**config.mk**
```make
export PLATFORM = sky130hd
export DESIGN_NAME = truth_table_sweeper_flat
export DESIGN_NICKNAME = d
export VERILOG_FILES = /design/src/rtl/truth_table_sweeper_if.sv /design/src/rtl/truth_table_sweeper.sv /design/src/flat_wrapper.sv
export SDC_FILE = /design/constraint.sdc
export NUM_CORES = 1
export LEC_CHECK = 0
export ABC_AREA = 1
export CAP_MARGIN = 5
export CELL_PAD_IN_SITES_DETAIL_PLACEMENT = 0
export CELL_PAD_IN_SITES_GLOBAL_PLACEMENT = 1
export CORE_ASPECT_RATIO = 0.9
export CORE_UTILIZATION = 34
export CTS_BUF_LIST = sky130_fd_sc_hd__clkbuf_16
export CTS_CLUSTER_SIZE = 40
export DETAILED_ROUTE_END_ITERATION = 7
export GPL_TIMING_DRIVEN = 1
export HOLD_SLACK_MARGIN = 0.15
export PLACE_DENSITY_LB_ADDON = 0.08
export REMOVE_ABC_BUFFERS = 1
export SETUP_SLACK_MARGIN = 0.3
export SLEW_MARGIN = 20
export SYNTH_ARGS = -nofsm -noshare
export SYNTH_HDL_FRONTEND = slang
export SYNTH_SLANG_ARGS = --single-unit
```
**constraint.sdc**
```tcl
create_clock -name clk -period 1.54 [get_ports clk]
set_input_delay 0.308 -clock clk [delete_from_list [all_inputs] [get_ports clk]]
set_output_delay 0.308 -clock clk [all_outputs]
set_load 0.05 [all_outputs]
```
**src/rtl/truth_table_sweeper_if.sv**
```systemverilog
// truth_table_sweeper_if: stimulus/capture bus between a sweep controller and the sweeper
interface truth_table_sweeper_if;
   logic       start;
   logic [7:0] expected;
   logic       gate_out;
   logic       in1, in2, in3;
   logic       busy;
   logic       done;
   logic [7:0] table_out;
   logic       match;
   logic [7:0] mismatch_mask;

   modport master (
      output start, expected, gate_out,
      input  in1, in2, in3, busy, done, table_out, match, mismatch_mask
   );

   modport slave (
      input  start, expected, gate_out,
      output in1, in2, in3, busy, done, table_out, match, mismatch_mask
   );
endinterface

```
**src/rtl/truth_table_sweeper.sv**
```systemverilog
// truth_table_sweeper: walks a 3-input gate through 000..111, captures its truth table and checks it
module truth_table_sweeper #(
   parameter int SETTLE_CYCLES = 4
) (
   input logic                  clk,
   input logic                  rst_n,
   truth_table_sweeper_if.slave bus
);
   typedef enum logic [1:0] {IDLE, SETTLE, SAMPLE, DONE} state_t;
   localparam logic [7:0] CNT_INIT = 8'(SETTLE_CYCLES - 1);

   state_t     state, state_n;
   logic [2:0] idx, idx_n, ins, drv;
   logic [7:0] cnt, cnt_n, tbl, tbl_n, exp_l, exp_n, mask, mask_n;
   logic       match, match_n, busy, done;

   always_ff @(posedge clk)
      if (!rst_n) state <= IDLE;
      else state <= state_n;

   always_comb begin
      state_n = state;
      idx_n   = idx;
      cnt_n   = cnt;
      tbl_n   = tbl;
      exp_n   = exp_l;
      match_n = match;
      mask_n  = mask;
      case (state)
         IDLE:
            if (bus.start) begin
               state_n = SETTLE;
               idx_n   = 3'd0;
               cnt_n   = CNT_INIT;
               tbl_n   = 8'h00;
               exp_n   = bus.expected;
               match_n = 1'b0;
               mask_n  = 8'h00;
            end
         SETTLE:
            if (cnt == 8'd0) state_n = SAMPLE;
            else cnt_n = cnt - 8'd1;
         SAMPLE: begin
            tbl_n[idx] = bus.gate_out;
            // compare against the table including this final capture
            if (idx == 3'd7) begin
               state_n = DONE;
               match_n = (tbl_n == exp_l);
               mask_n  = tbl_n ^ exp_l;
            end else begin
               state_n = SETTLE;
               idx_n   = idx + 3'd1;
               cnt_n   = CNT_INIT;
            end
         end
         DONE:
            state_n = IDLE;
      endcase
   end

   assign drv = (state_n == SETTLE || state_n == SAMPLE) ? idx_n : 3'd0;

   always_ff @(posedge clk)
      if (!rst_n) begin
         idx   <= 3'd0;
         cnt   <= 8'd0;
         tbl   <= 8'h00;
         exp_l <= 8'h00;
         match <= 1'b0;
         mask  <= 8'h00;
         ins   <= 3'd0;
         busy  <= 1'b0;
         done  <= 1'b0;
      end else begin
         idx   <= idx_n;
         cnt   <= cnt_n;
         tbl   <= tbl_n;
         exp_l <= exp_n;
         match <= match_n;
         mask  <= mask_n;
         ins   <= drv;
         busy  <= (state_n != IDLE);
         done  <= (state_n == DONE);
      end

   assign {bus.in1, bus.in2, bus.in3} = ins;
   assign bus.busy          = busy;
   assign bus.done          = done;
   assign bus.table_out     = tbl;
   assign bus.match         = match;
   assign bus.mismatch_mask = mask;
endmodule

```
**src/flat_wrapper.sv**
```systemverilog
// flat-port wrapper written by rule: the top's interface ports become plain ports
module truth_table_sweeper_flat 
#(
   parameter int SETTLE_CYCLES = 4
)
  (clk, rst_n, bus_start, bus_expected, bus_gate_out, bus_in1, bus_in2, bus_in3, bus_busy, bus_done, bus_table_out, bus_match, bus_mismatch_mask);
  truth_table_sweeper_if bus_i ();
  input logic clk;
  input logic rst_n;
  input wire logic [$bits(bus_i.start)-1:0] bus_start;
  input wire logic [$bits(bus_i.expected)-1:0] bus_expected;
  input wire logic [$bits(bus_i.gate_out)-1:0] bus_gate_out;
  output wire logic [$bits(bus_i.in1)-1:0] bus_in1;
  output wire logic [$bits(bus_i.in2)-1:0] bus_in2;
  output wire logic [$bits(bus_i.in3)-1:0] bus_in3;
  output wire logic [$bits(bus_i.busy)-1:0] bus_busy;
  output wire logic [$bits(bus_i.done)-1:0] bus_done;
  output wire logic [$bits(bus_i.table_out)-1:0] bus_table_out;
  output wire logic [$bits(bus_i.match)-1:0] bus_match;
  output wire logic [$bits(bus_i.mismatch_mask)-1:0] bus_mismatch_mask;
  assign bus_i.start = bus_start;
  assign bus_i.expected = bus_expected;
  assign bus_i.gate_out = bus_gate_out;
  assign bus_in1 = bus_i.in1;
  assign bus_in2 = bus_i.in2;
  assign bus_in3 = bus_i.in3;
  assign bus_busy = bus_i.busy;
  assign bus_done = bus_i.done;
  assign bus_table_out = bus_i.table_out;
  assign bus_match = bus_i.match;
  assign bus_mismatch_mask = bus_i.mismatch_mask;
  truth_table_sweeper #(.SETTLE_CYCLES(SETTLE_CYCLES)) u_core (.clk(clk), .rst_n(rst_n), .bus(bus_i));
endmodule
```
### After elaboration in Yosys (flattened, before gate mapping)

Index checks and enable logic that the tools add are counted.

| cells by class | value |
|---|---|
| add/subtract/negate cells | 2 |
| order comparisons | 2 |
| equality and inequality tests | 12 |
| mux-type cells | 21 |
| bitwise logic cells | 1 |
| reduce and logical (&&, ||, !) cells | 12 |

Operators with widths:

| kind | number |
|---|---|
| 8-bit 2-to-1 mux | 5 |
| 8-bit one-hot mux with 2 select lines | 2 |
| 8-bit one-hot mux with 3 select lines | 1 |
| 8-bit bitwise mux | 1 |
| 2-bit equality test (second input constant) | 4 |
| 8-bit equality test | 1 |
| 8-bit zero test | 1 |
| 2-bit one-hot mux with 4 select lines | 1 |
| 8-bit by 1-bit subtractor with 8-bit output (second input constant) | 1 |
| 8-bit bitwise XOR | 1 |
| 2-bit 2-to-1 mux | 3 |
| 3-bit 2-to-1 mux | 2 |
| 2-bit inequality test (second input constant) | 3 |
| 3-bit one-hot mux with 2 select lines | 1 |
| 2-bit AND reduction | 3 |
| 2-bit by 1-bit equality test with 1-bit output (second input constant) | 2 |
| 3-bit by 4-bit less-than comparator with 1-bit output (second input constant) | 1 |
| 4-bit AND reduction | 1 |
| 2-bit nonzero test | 2 |
| 3-bit by 1-bit adder with 3-bit output (second input constant) | 1 |
| 1-bit demux with 3-bit select | 1 |
| 3-bit equality test (second input constant) | 1 |
| 3-bit by 1-bit greater-or-equal comparator with 1-bit output (second input constant) | 1 |
| 1-bit 2-to-1 mux | 3 |
| other kinds (7) | 7 |

| storage, ports and cells | value |
|---|---|
| register bits after elaboration | 43 |
| bits of input ports | 12 |
| output and inout bits | 22 |

### Logic depth before layout (Yosys ltp)

| logic depth | value |
|---|---|
| depth after elaboration | 8 |
| depth in mapped cells | 10 |

### Least setup slack after synthesis

OpenSTA, ideal clock, no wires.

| path | value |
|---|---|
| path kind | register to register |
| start point | reg u_core.cnt[0] |
| end point | reg u_core.ins[1] |
| data arrival time | 1.404 ns |
| required time | 1.428 ns |
| slack | 0.024 ns |
| stages on the path, launching flop included | 10 |
| buffers on the path | 0 |
| clock period less this slack | 1.516 ns |
| path through | dfxtp_1 inv_1 ha_1 nand3_1 nor3_2 nand2_1 nand2_1 ha_1 nand2_1 nor2_1 |

| on the way | value |
|---|---|
| word-level cells in the longest chain between the ends | 6 |

RTL lines:

| item | line | text |
|---|---|---|
| start, declared | truth_table_sweeper.sv:14 | `logic [7:0] cnt, cnt_n, tbl, tbl_n, exp_l, exp_n, mask, mask_n;` |
| start signal, assigned | truth_table_sweeper.sv:76 | `cnt <= cnt_n;` |
| 8-bit zero test (*) | truth_table_sweeper.sv:41 | `if (cnt == 8'd0) state_n = SAMPLE;` |
| 2-bit 2-to-1 mux (*) | truth_table_sweeper.sv:41 |  |
| 2-bit one-hot mux with 4 select lines (*) | truth_table_sweeper.sv:29 | `case (state)` |
| 2-bit by 1-bit equality test with 1-bit output / 2-bit equality test (equally long branches) | truth_table_sweeper.sv:61 | `assign drv = (state_n == SETTLE \|\| state_n == SAMPLE) ? idx_n : 3'd0;` |
| 1-bit logical OR (*) | truth_table_sweeper.sv:61 |  |
| 2-bit AND reduction (no source line) (*) | n/a |  |
| end signal, assigned | truth_table_sweeper.sv:81 | `ins <= drv;` |
| end, declared | truth_table_sweeper.sv:13 | `logic [2:0] idx, idx_n, ins, drv;` |

Mark *: on every way between the ends. The rest lies on a longest branch, timed or not.
A chain may end at the register's enable or synchronous reset.

### Worst setup path in the final report

Same ends and word-level chain as after synthesis.

==> run_results.csv <==
group,metric,value,unit
sta,timing_worst_slew_pin_value,0.252,ns
sta,relSlewSlack,83.1,%
power_and_ir_drop,p_leak,0.00158,uW
sta,finalMaxSlewViolations,0,
power_and_ir_drop,internal_power,2370,uW
clock_network,max-clock-path-buffers,2,
flow_run,number_of_max_cap_violations,0,
synth,post_synth_inst_count,308,
sta,setup_viol,0,
sta,final.period_utilization,95.4,%
synth,synth.lib_cells_used.distinct,26,
power_and_ir_drop,power.switching,1150,uW
clock_network,tritoncts_num_sinks,43,
cells_and_area,antennaDiodeCount,0,
worst_setup_path,worstSetupStartpointType,"flip-flop",
global_route,grt_overflow,0,
floorplan,die_width,85.3,um
synth,syn_area,2120,sq um
drt,wire_per_inst,13.8,um
worst_setup_path,worstSetupPathType,"flip-flop to flip-flop",
worst_setup_path,worst_r2r_path_depth,9,
floorplan,io_pins,34,
outcome,status,"completed",
power_and_ir_drop,power-per-cell-area,953,nW/um^2
floorplan,core_area,5860,sq um
global_route,grt_pass1_wl,10.1,mm
clock_network,clk-insertion-delay-late,0.29,ns
drt,drtAntennaViolNets,0,
power_and_ir_drop,pwr-share-clk,28.7,%
placement,gp_routability_congestion,0.797,
sta,hold_violations,0,
clock_network,clk_root_buffer_cell,"clkbuf_16",
drt,routed_wirelength,6.46,mm
power_and_ir_drop,power.switching_fraction,32.7,%
worst_setup_path,cp_data_arrival_time,1.65,ns
sta,clock.fmax,681,MHz
synth,yosysWarnings,0,
cells_and_area,filler_cell_count,514,
power_and_ir_drop,power.sequential.fraction,36.0,%
min_path,min-delay-path-class,"flip-flop to flip-flop",
drt,detailroute.via_count,2287,
clock_network,cts_made_buffers,5,
placement,port_buffers,33,
worst_setup_path,critical_path.endpoint_type,"flip-flop",
drt,initialDrtViolationCount,86,
floorplan,full_die_area,6560,sq um
global_route,number_of_global_route_vias_before_repair,2058,
global_route,grt_use_total,19.9,%
min_path,holdPathStages,2,
clock_network,ctsHtreeMaxLevel,2,
global_route,pin_count_of_the_biggest_net_entering_global_routing,14,
worst_setup_path,crit_fanout,3,
power_and_ir_drop,combPwrFrac,35.3,%
clock_network,holdBufCountCts,0,
clock_network,cts.reportedPaths.clkPinSlew,0.06,ns
synth,seq_area_frac_synth,40.6,%
floorplan,dieHeight,77.0,um
sta,final_clock_skew,0.00793,ns
drt,drt_first_pass_iters,4,
synth,syn_avg_cell_area,6.89,sq um
placement,hpwl_detailed,4.35,mm
cells_and_area,num-nets-final,412,
worst_setup_path,critical_path_required,1.72,ns
cells_and_area,final_layout_size_suffix_gt1_share,43.7,%
floorplan,start_util,36.2,%
global_route,grt_antenna_before_repair,0,
floorplan,rows,26,
clock_network,cts_tree,"done",
synth,ys_ff_latch,43,
placement,dp_cells,446,
power_and_ir_drop,irDropWorstVdd,0.776,mV
sta,final_layout_worst_hold_slack,0.475,ns
sta,post-route-min-period,1.47,ns
drt,route.detailed.drc,0,
cells_and_area,area_delta_synth_final,74.1,%
sta,grt_setup_unrepaired,"true",
drt,route.detailed.vias_per_inst,4.89,
cells_and_area,post_layout_nonfiller_instances,468,
cells by family after synthesis:
group                      synth area share, %
and+or+nand+nor                           35.6
buffers and inverters                     9.14
AOI/OAI and AO/OA                         10.5
DFF                                       40.6
xor gates and xnor gates                  2.48
adders and majority gates                 1.77
power by group through the flow:
| stage | Combinational, uW | Sequential [uW] | Clock (uW) |
|---|---|---|---|
| 4_1_cts | 1130 | 1260 | 1020 |
| 5_1_grt | 1360 | 1280 | 1080 |
| 3_3_place_gp | 919 | 1270 | 0 |
| 3_5_place_dp | 919 | 1270 | 0 |
| 2_1_floorplan | 477 | 1300 | 0 |
| 6_report | 1240 | 1270 | 1010 |
cells in the mapped netlist, drive strengths merged:
cell type,count,share of area [%]
nand3b,2,0.71
ha,3,1.8
clkbuf,5,0.88
xor2,4,1.7
a21oi,32,7.5
nand3,38,9.4
buf,5,1.9
a211oi,1,0.59
xnor2,2,0.83
nor2,31,6.5
dfxtp,43,41
o21ai,10,2.4
inv,36,6.4
nand2,82,15
nor3,3,0.94
nand4,10,2.9
and2,1,0.29
stage by stage:
stage                     power, uW  utilization [%]  area [sq um]  setup slack (ns)  TNS (ns)
after floorplan                1780                -          2060           -0.0810    -0.225
after global placement         2190             50.8          2980            -0.242     -3.10
after detailed placement       2190             50.8          2980            -0.252     -3.30
after CTS                      3410             57.2          3350            0.0249         0
after global routing           3730             63.1          3690           -0.0180   -0.0302
final                          3520             63.1          3690            0.0708         0
cell type report:
cell class | count | area, sq um | area share (%)
sequential | 43 | 877 | 23.7
inverter | 36 | 165 | 4.47
clock buffer | 5 | 125 | 3.39
tap | 70 | 87.6 | 2.37
multi-input combinational | 219 | 1400 | 38.0
clock inverter | 3 | 11.3 | 0.305
timing repair buffer | 92 | 1030 | 27.8
what timing repair did:
action                                 4_1_cts  5_1_grt
pin swaps                                   18       24
buffers inserted                             6        7
endpoints found under the hold margin        0        0
setup endpoints to repair                   37       40
resized for setup                           56       76
cloned                                       0        1
worst max-delay path, cell delays in order (launching register included):
cell     delay, ns
dfxtp_2       0.33
inv_2         0.07
ha_4          0.15
nand3_4       0.09
nor3_4        0.17
nand2_2       0.13
nand2_2       0.11
ha_4          0.20
nand2_2       0.07
nor2_1        0.04
per-layer routing:
layer / track usage [%] / wire length (um)
met2: 30.2 / 3050
met5: 0 / 0
met1: 28.7 / 3150
met4: 6.00 / 99
met3: 3.34 / 165
cell usage in the layout, fill, tap and decap left out, types with 3 or more instances in the layout:
cell type	n
a21oi_1	18
a21oi_2	14
buf_12	18
buf_4	48
buf_6	11
buf_8	3
clkbuf_16	6
clkdlybuf4s50_1	9
dfxtp_1	36
dfxtp_2	4
dfxtp_4	3
ha_4	3
inv_1	22
inv_2	10
nand2_1	59
nand2_2	12
nand2_4	11
nand3_1	21
nand3_2	13
nand3_4	4
nand4_1	10
nor2_1	25
nor2_4	3
o21ai_0	8
xor2_1	4
flip-flops by register name, summed over array words and instances (netlist names):
register	flops
u_core.bus.mismatch_mask	8
u_core.bus.table_out	8
u_core.cnt	8
u_core.exp_l	8
u_core.idx	3
u_core.ins	3
u_core.state	2
u_core.bus.busy	1
u_core.bus.done	1
u_core.bus.match	1
path summary, 6_finish.rpt:
kind,start,to,slack (ns)
worst max-delay path,u_core.cnt[0]$_SDFFE_PN0P_,u_core.ins[1]$_SDFF_PN0_,0.07
worst min-delay path,u_core.exp_l[5]$_SDFFE_PN0P_,u_core.exp_l[5]$_SDFFE_PN0P_,0.47
worst max register to register,u_core.cnt[0]$_SDFFE_PN0P_,u_core.ins[1]$_SDFF_PN0_,0.07
worst min register to register,u_core.exp_l[5]$_SDFFE_PN0P_,u_core.exp_l[5]$_SDFFE_PN0P_,0.47
(Power assumes the default switching activity.)
